$ cat config.mk
export PLATFORM = sky130hd
export DESIGN_NAME = uart_tx_ctrl
export DESIGN_NICKNAME = d
export VERILOG_FILES = /design/src/rtl/uart_tx_pkg.sv /design/src/rtl/uart_tx_ctrl_parity_calc.sv /design/src/rtl/uart_tx_ctrl.sv
export SDC_FILE = /design/constraint.sdc
export NUM_CORES = 1
export LEC_CHECK = 0
export ABC_AREA = 0
export BUFFER_PORTS_ARGS = -buffer_cell sky130_fd_sc_hd__buf_2
export CELL_PAD_IN_SITES_DETAIL_PLACEMENT = 0
export CELL_PAD_IN_SITES_GLOBAL_PLACEMENT = 1
export CORE_MARGIN = 4
export CORE_UTILIZATION = 31
export DETAILED_ROUTE_END_ITERATION = 12
export PLACE_DENSITY_LB_ADDON = 0.1
export SKIP_LAST_GASP = 1
export SYNTH_ARGS = -nofsm -noshare
export SYNTH_HDL_FRONTEND = slang
export SYNTH_SLANG_ARGS = --single-unit
$ cat constraint.sdc
create_clock -name clk -period 1.5 [get_ports clk]
set_clock_uncertainty 0.1 [all_clocks]
set_input_delay 0.15 -clock clk [delete_from_list [all_inputs] [get_ports clk]]
set_output_delay 0.15 -clock clk [all_outputs]
set_load 0.02 [all_outputs]
$ cat src/rtl/uart_tx_pkg.sv
// Shared types and line-level constants for the UART transmit path.
package uart_tx_pkg;

  typedef enum logic [2:0] {
    IDLE,
    START,
    DATA,
    PARITY,
    STOP
  } tx_state_e;

  localparam logic PAR_EVEN  = 1'b0;
  localparam logic PAR_ODD   = 1'b1;
  localparam logic START_BIT = 1'b0;
  localparam logic STOP_BIT  = 1'b1;

endpackage

$ cat src/rtl/uart_tx_ctrl_parity_calc.sv
// Combinational frame parity: XOR of all data bits, inverted for odd parity.
module parity_calc #(
  parameter int FRAME_WIDTH = 8
) (
  input  logic [FRAME_WIDTH-1:0] data,
  input  logic                   par_typ,
  output logic                   par_bit
);

  assign par_bit = (^data) ^ par_typ;

endmodule

$ cat src/rtl/uart_tx_ctrl.sv
// UART frame controller: sequences start/data/parity/stop bits and drives the
// shifter enable, producing a registered serial line that idles high.
module uart_tx_ctrl
  import uart_tx_pkg::*;
#(
  parameter int FRAME_WIDTH   = 8,
  parameter int COUNTER_WIDTH = 3
) (
  input  logic                   clk,
  input  logic                   reset,
  input  logic                   Data_Valid,
  input  logic [FRAME_WIDTH-1:0] P_Data,
  input  logic                   PAR_EN,
  input  logic                   PAR_TYP,
  input  logic                   ser_data,
  output logic                   ser_en,
  output logic                   TX_OUT,
  output logic                   Busy
);

  localparam logic [COUNTER_WIDTH-1:0] LAST_BIT = COUNTER_WIDTH'(FRAME_WIDTH - 1);
  localparam logic [COUNTER_WIDTH-1:0] CNT_ONE  = COUNTER_WIDTH'(1);

  tx_state_e                state_q, state_d;
  logic [COUNTER_WIDTH-1:0] cnt_q, cnt_d;
  logic                     par_bit_q, par_bit_d;
  logic                     par_en_q, par_en_d;
  logic                     tx_q, tx_d;
  logic                     accept;
  logic                     par_calc;

  parity_calc #(
    .FRAME_WIDTH(FRAME_WIDTH)
  ) u_parity_calc (
    .data   (P_Data),
    .par_typ(PAR_TYP),
    .par_bit(par_calc)
  );

  assign accept = Data_Valid && ((state_q == IDLE) || (state_q == STOP));

  always_ff @(posedge clk or posedge reset) begin
    if (reset) begin
      state_q   <= IDLE;
      cnt_q     <= '0;
      par_bit_q <= 1'b0;
      par_en_q  <= 1'b0;
      tx_q      <= STOP_BIT;
    end else begin
      state_q   <= state_d;
      cnt_q     <= cnt_d;
      par_bit_q <= par_bit_d;
      par_en_q  <= par_en_d;
      tx_q      <= tx_d;
    end
  end

  always_comb begin
    state_d   = state_q;
    cnt_d     = cnt_q;
    par_bit_d = par_bit_q;
    par_en_d  = par_en_q;
    ser_en    = 1'b0;
    tx_d      = STOP_BIT;

    case (state_q)
      IDLE: begin
        tx_d = STOP_BIT;
        if (accept) state_d = START;
      end
      START: begin
        tx_d    = START_BIT;
        ser_en  = 1'b1;
        cnt_d   = '0;
        state_d = DATA;
      end
      DATA: begin
        tx_d = ser_data;
        // The last data cycle needs no further shift: FRAME_WIDTH pulses total.
        ser_en = (cnt_q != LAST_BIT);
        if (cnt_q == LAST_BIT) begin
          cnt_d   = '0;
          state_d = par_en_q ? PARITY : STOP;
        end else begin
          cnt_d = cnt_q + CNT_ONE;
        end
      end
      PARITY: begin
        tx_d    = par_bit_q;
        state_d = STOP;
      end
      STOP: begin
        tx_d    = STOP_BIT;
        state_d = accept ? START : IDLE;
      end
      default: begin
        state_d = IDLE;
        cnt_d   = '0;
      end
    endcase

    // PAR_TYP is folded into the latched parity bit at accept time.
    if (accept) begin
      par_bit_d = par_calc;
      par_en_d  = PAR_EN;
    end
  end

  assign TX_OUT = tx_q;
  assign Busy   = (state_q != IDLE);

endmodule

---- Yosys cells after proc, flatten, opt, wreduce, memory -nomap -nowiden ----
Index checks and enable logic that the tools add are counted.
word-level totals
  latch bits .............................. 0
  memory bits (read-only) ................. 0
  output and inout port bits .............. 3
  memories ................................ 0
  word-level logic and storage cells ...... 31
  memory bits (writable) .................. 0
  input bits .............................. 14
  bits in registers ....................... 9
operators by class
  multiply operators ...................... 0
  equal/unequal tests ..................... 8
  add/subtract/negate cells ............... 1
  reductions and logical operators ........ 7
  $lt $le $gt $ge ......................... 0
  multiplexer cells ....................... 9
  bitwise operators ....................... 1
  shifts and indexed selects .............. 0
  div/mod/pow operators ................... 0
operators by type and width
  kind                   number
  $pmux W3 S5            1
  $mux W3                4
  $reduce_xor A8 Y1      1
  $eq A3 B2 Y1 const B   2
  $eq A3 B3 Y1 const B   2
  $pmux W3 S2            1
  $ne A2 B2 Y1 const B   2
  $add A3 B1 Y3 const B  1
  $eq A3 B1 Y1 const B   1
  $logic_not A3 Y1       1
  $ne A3 B3 Y1 const B   1
  $pmux W1 S3            1
  $reduce_bool A3 Y1     1
  $reduce_or A3 Y1       1
  $pmux W1 S2            1
  $reduce_and A2 Y1      1
  $logic_and A1 B1 Y1    1
  $logic_or A1 B1 Y1     1
  $mux W1                1
  $xor A1 B1 Y1          1

---- Depth between registers and ports, before layout ----
  word-level depth ........................ 5
  gate-level depth with buffers ........... 5
  gate-level depth less buffers ........... 5

---- Cells and area by module ----
A second synthesis with hierarchy kept.
second synthesis, totals
  cells, all modules ...................... 52
  area, all modules ....................... 568.0 µm²
modules (own cells, without submodules)
  module        cells each  area each (µm²)  instances  sequential area each (µm²)
  uart_tx_ctrl  45          485.5            1          226.5
  parity_calc   7           82.6             1          0.0

---- Least setup slack after synthesis ----
OpenSTA, ideal clock, no wires.
  kind .................................... reg-to-output
  start ................................... register cnt_q[0]
  end ..................................... output port ser_en
  path buffers ............................ 0
  cell stages (with the launch flop) ...... 5
  data required time ...................... 1.250 ns
  arrival time ............................ 1.474 ns
  path slack .............................. -0.224 ns
  path through ............................ dfrtp_1 ha_1 ha_1 or3_1 a21oi_1
on the way
  cells in the longest elaborated chain, start to end .. 2
ends and longest elaborated chain
  element                 RTL line            RTL
  start, declared         uart_tx_ctrl.sv:25  logic [COUNTER_WIDTH-1:0] cnt_q, cnt_d;
  start signal, assigned  uart_tx_ctrl.sv:51  cnt_q <= cnt_d;
  $ne A3 B3 Y1            uart_tx_ctrl.sv:80  ser_en = (cnt_q != LAST_BIT);
  $pmux W1 S2             uart_tx_ctrl.sv:66  case (state_q)
  end, declared           uart_tx_ctrl.sv:16  output logic ser_en,
No other way between the ends.

---- Worst setup path in the final report ----
  start ................................... register cnt_q[1]
  end ..................................... output port ser_en
The elaborated chain is that of the path after synthesis.

==> run metrics <==
Root Driver=clkbuf_4; Lkg Pwr=between 0.3 and 0.4 nW; Core Area=0.00154 mm²; syn avg cell area=9.70 µm²; Critical Path AT=1.58 ns; routed wl met3=75 µm; crit path capture type=output pin; die width=48.7 µm; final hold viol count=0; Final min period=1.83 ns; first-pass GRT wire length=1860 µm; first drt pass iteration count=3; Port Buf Inserts=16; vias=452; max-cap violations=0; I/O pins=17; Setup Viol. Count Final=1; largest net degree at the start of global routing=10; top_reg_cell synth=dfrtp_1; most common cell after layout, fill and taps aside=buf_2; drt wl/cell=around 11 µm; Inst Count DP=91; CTS tree=yes; total power=1.30 mW; M1 WL=470 µm; CP max FO=2; Adder-Cell Fraction of Synth Area=0.0487; Placement Rows=14; DR WL met2=551 µm; synth warn=0; Crit Path Class=flip-flop to output pin; Compound-Gate Fraction of Synth Area=0.114; asr flop ratio synth=1.00; Netlist cell types=21; number of synthesized flops with an enable pin=0; dpl ws=-0.0676 ns; Area Overhead vs Synth=46.0%; H-tree depth=1; GPL Wtd Cong=0.794; r2r worst-path depth=5; Finished Core Util=0.487; total power per unit cell area=approximately 1700 mW/mm²; fin. max-slew vios=0; Via density=4.66; Layout Nets=98; diode count=0; final worst setup slack=-0.333 ns; Non-Filler Instances=97; Reg clk slew, reported paths=0.06 ns; total track usage=0.104; Hold Crit Class=primary input to flip-flop; Syn Inst Count=53; Worst-Skew Late Latency=~0.26 ns; simple-gate area share of the yosys netlist=0.158; starting density of the core=0.334; total wire length=between 1000 and 1500 µm; Max VDD drop=0.716 mV; CTS Buf Count=3; number of synthesized register bits=9; dpl hpwl=~860 µm; detailed router's first-iteration violation count=1; status=finished, violations left; multiplexer area fraction after synthesis=0.0608; Required @ worst endpoint=1.25 ns; GRT overflow=0; XOR/XNOR share of the synthesized area=0.146; antenna violations before repair=0; vias in the first global route=about 460; main combinational cell family by area after synthesis=simple AND/OR/NAND/NOR gates; Highest Signal Layer=met4; failing checks=setup timing; sequential element share of the synthesized area=0.440; worst rel slew slack=0.753; die height=48.7 µm; DIE AREA=0.00237 mm²; Worst Tran Pin Value=roughly 0.37 ns; fin crit share=1.22; syn_nets=69; FMAX=546 MHz; most frequent cells in the layout=buf_2 (14), nand2_1 (8), buf_4 (8); Setup crit start kind=flip-flop; Mapped Area=roughly 510 µm²; CTS Buffer Depth=2; CTS sink cnt=9; Hold Path Stages=2; RSZ-0062 raised after global routing=yes; Final ANT Viol Nets=0; layout cell share with drive strength beyond 1=0.432; DRC=0
cells by family after synthesis:
family | Yosys count
flip-flops | 9
AND/OR/NAND/NOR | 17
adder cells (fa/ha/maj) | 2
buffers and inverters | 4
XOR/XNOR | 7
AO/OA/AOI/OAI | 11
multiplexers | 3
path summary, 6_finish.rpt:
path / slack (ns) / start / end
setup / recovery: -0.33 / cnt_q[1]$_DFFE_PP0N_ / ser_en
hold / removal: 0.02 / PAR_EN / par_en_q$_DFFE_PP0P_
setup reg to reg: 0.03 / cnt_q[1]$_DFFE_PP0N_ / state_q[1]$_DFFE_PP0P_
hold reg to reg: 0.39 / par_bit_q$_DFFE_PP0P_ / par_bit_q$_DFFE_PP0P_
max in group asynchronous: 0.68 / reset / TX_OUT$_DFF_PP1_
min in group asynchronous: 0.31 / reset / cnt_q[1]$_DFFE_PP0N_
report_power, final:
group	switching [mW]	internal [mW]
Sequential	0.0658	0.343
Combinational	0.327	0.376
Clock	0.0859	0.103
area by class of cell:
| type | instances | area (µm²) |
|---|---|---|
| Timing Repair Buffer | 25 | 163 |
| Clock buffer | 4 | 26.3 |
| Fill cell | 157 | 791 |
| Inverter | 3 | 11.3 |
| Sequential cell | 9 | 228 |
| Multi-Input combinational cell | 40 | 303 |
| Tap cell | 16 | 20.0 |
sequential cells by signal, summed over array words and instances, names as in the netlist:
signal and cells:
par_bit_q 1, par_en_q 1, state_q 3, cnt_q 3, TX_OUT 1
cell usage after synthesis, types with 2 or more instances:
master   n  area share
dfrtp_1  8        0.39
nand2_1  8       0.058
a21oi_1  6       0.058
xnor2_1  4       0.068
inv_1    3       0.022
o21ai_0  3       0.029
ha_1     2       0.049
mux2i_1  2       0.039
nor2_1   2       0.015
nor3_1   2       0.019
or3_1    2       0.024
xor2_1   2       0.034
critical path: stages (launching register included):
cell,delay [ns]
dfrtp_1,0.39
ha_2,0.19
ha_4,0.15
or3_4,0.33
a21oi_4,0.13
buf_6,0.13
per-layer routing:
layer	GRT usage	up-vias
met2	0.163	15
li1	-	236
met5	0	-
met1	0.112	199
met4	0.0942	0
met3	0.0276	2
stage by stage:
step	setup TNS [ns]	hold WS (ns)	area [µm²]
2_1_floorplan	-0.00531	-0.123	546
3_3_place_gp	-0.0602	0.0379	693
3_5_place_dp	-0.0676	0.0390	693
4_1_cts	-0.368	0.00720	736
5_1_grt	-0.526	0.0105	751
6_report	-0.333	0.0183	751
timing repair:
action,in CTS,in global routing
endpoints found under the setup margin,2,4
endpoints found under the hold margin,8,0
pin swaps,1,0
gates resized for setup,2,4
buffers inserted,0,1
hold buffers,1,0
(Power assumes the default switching activity.)
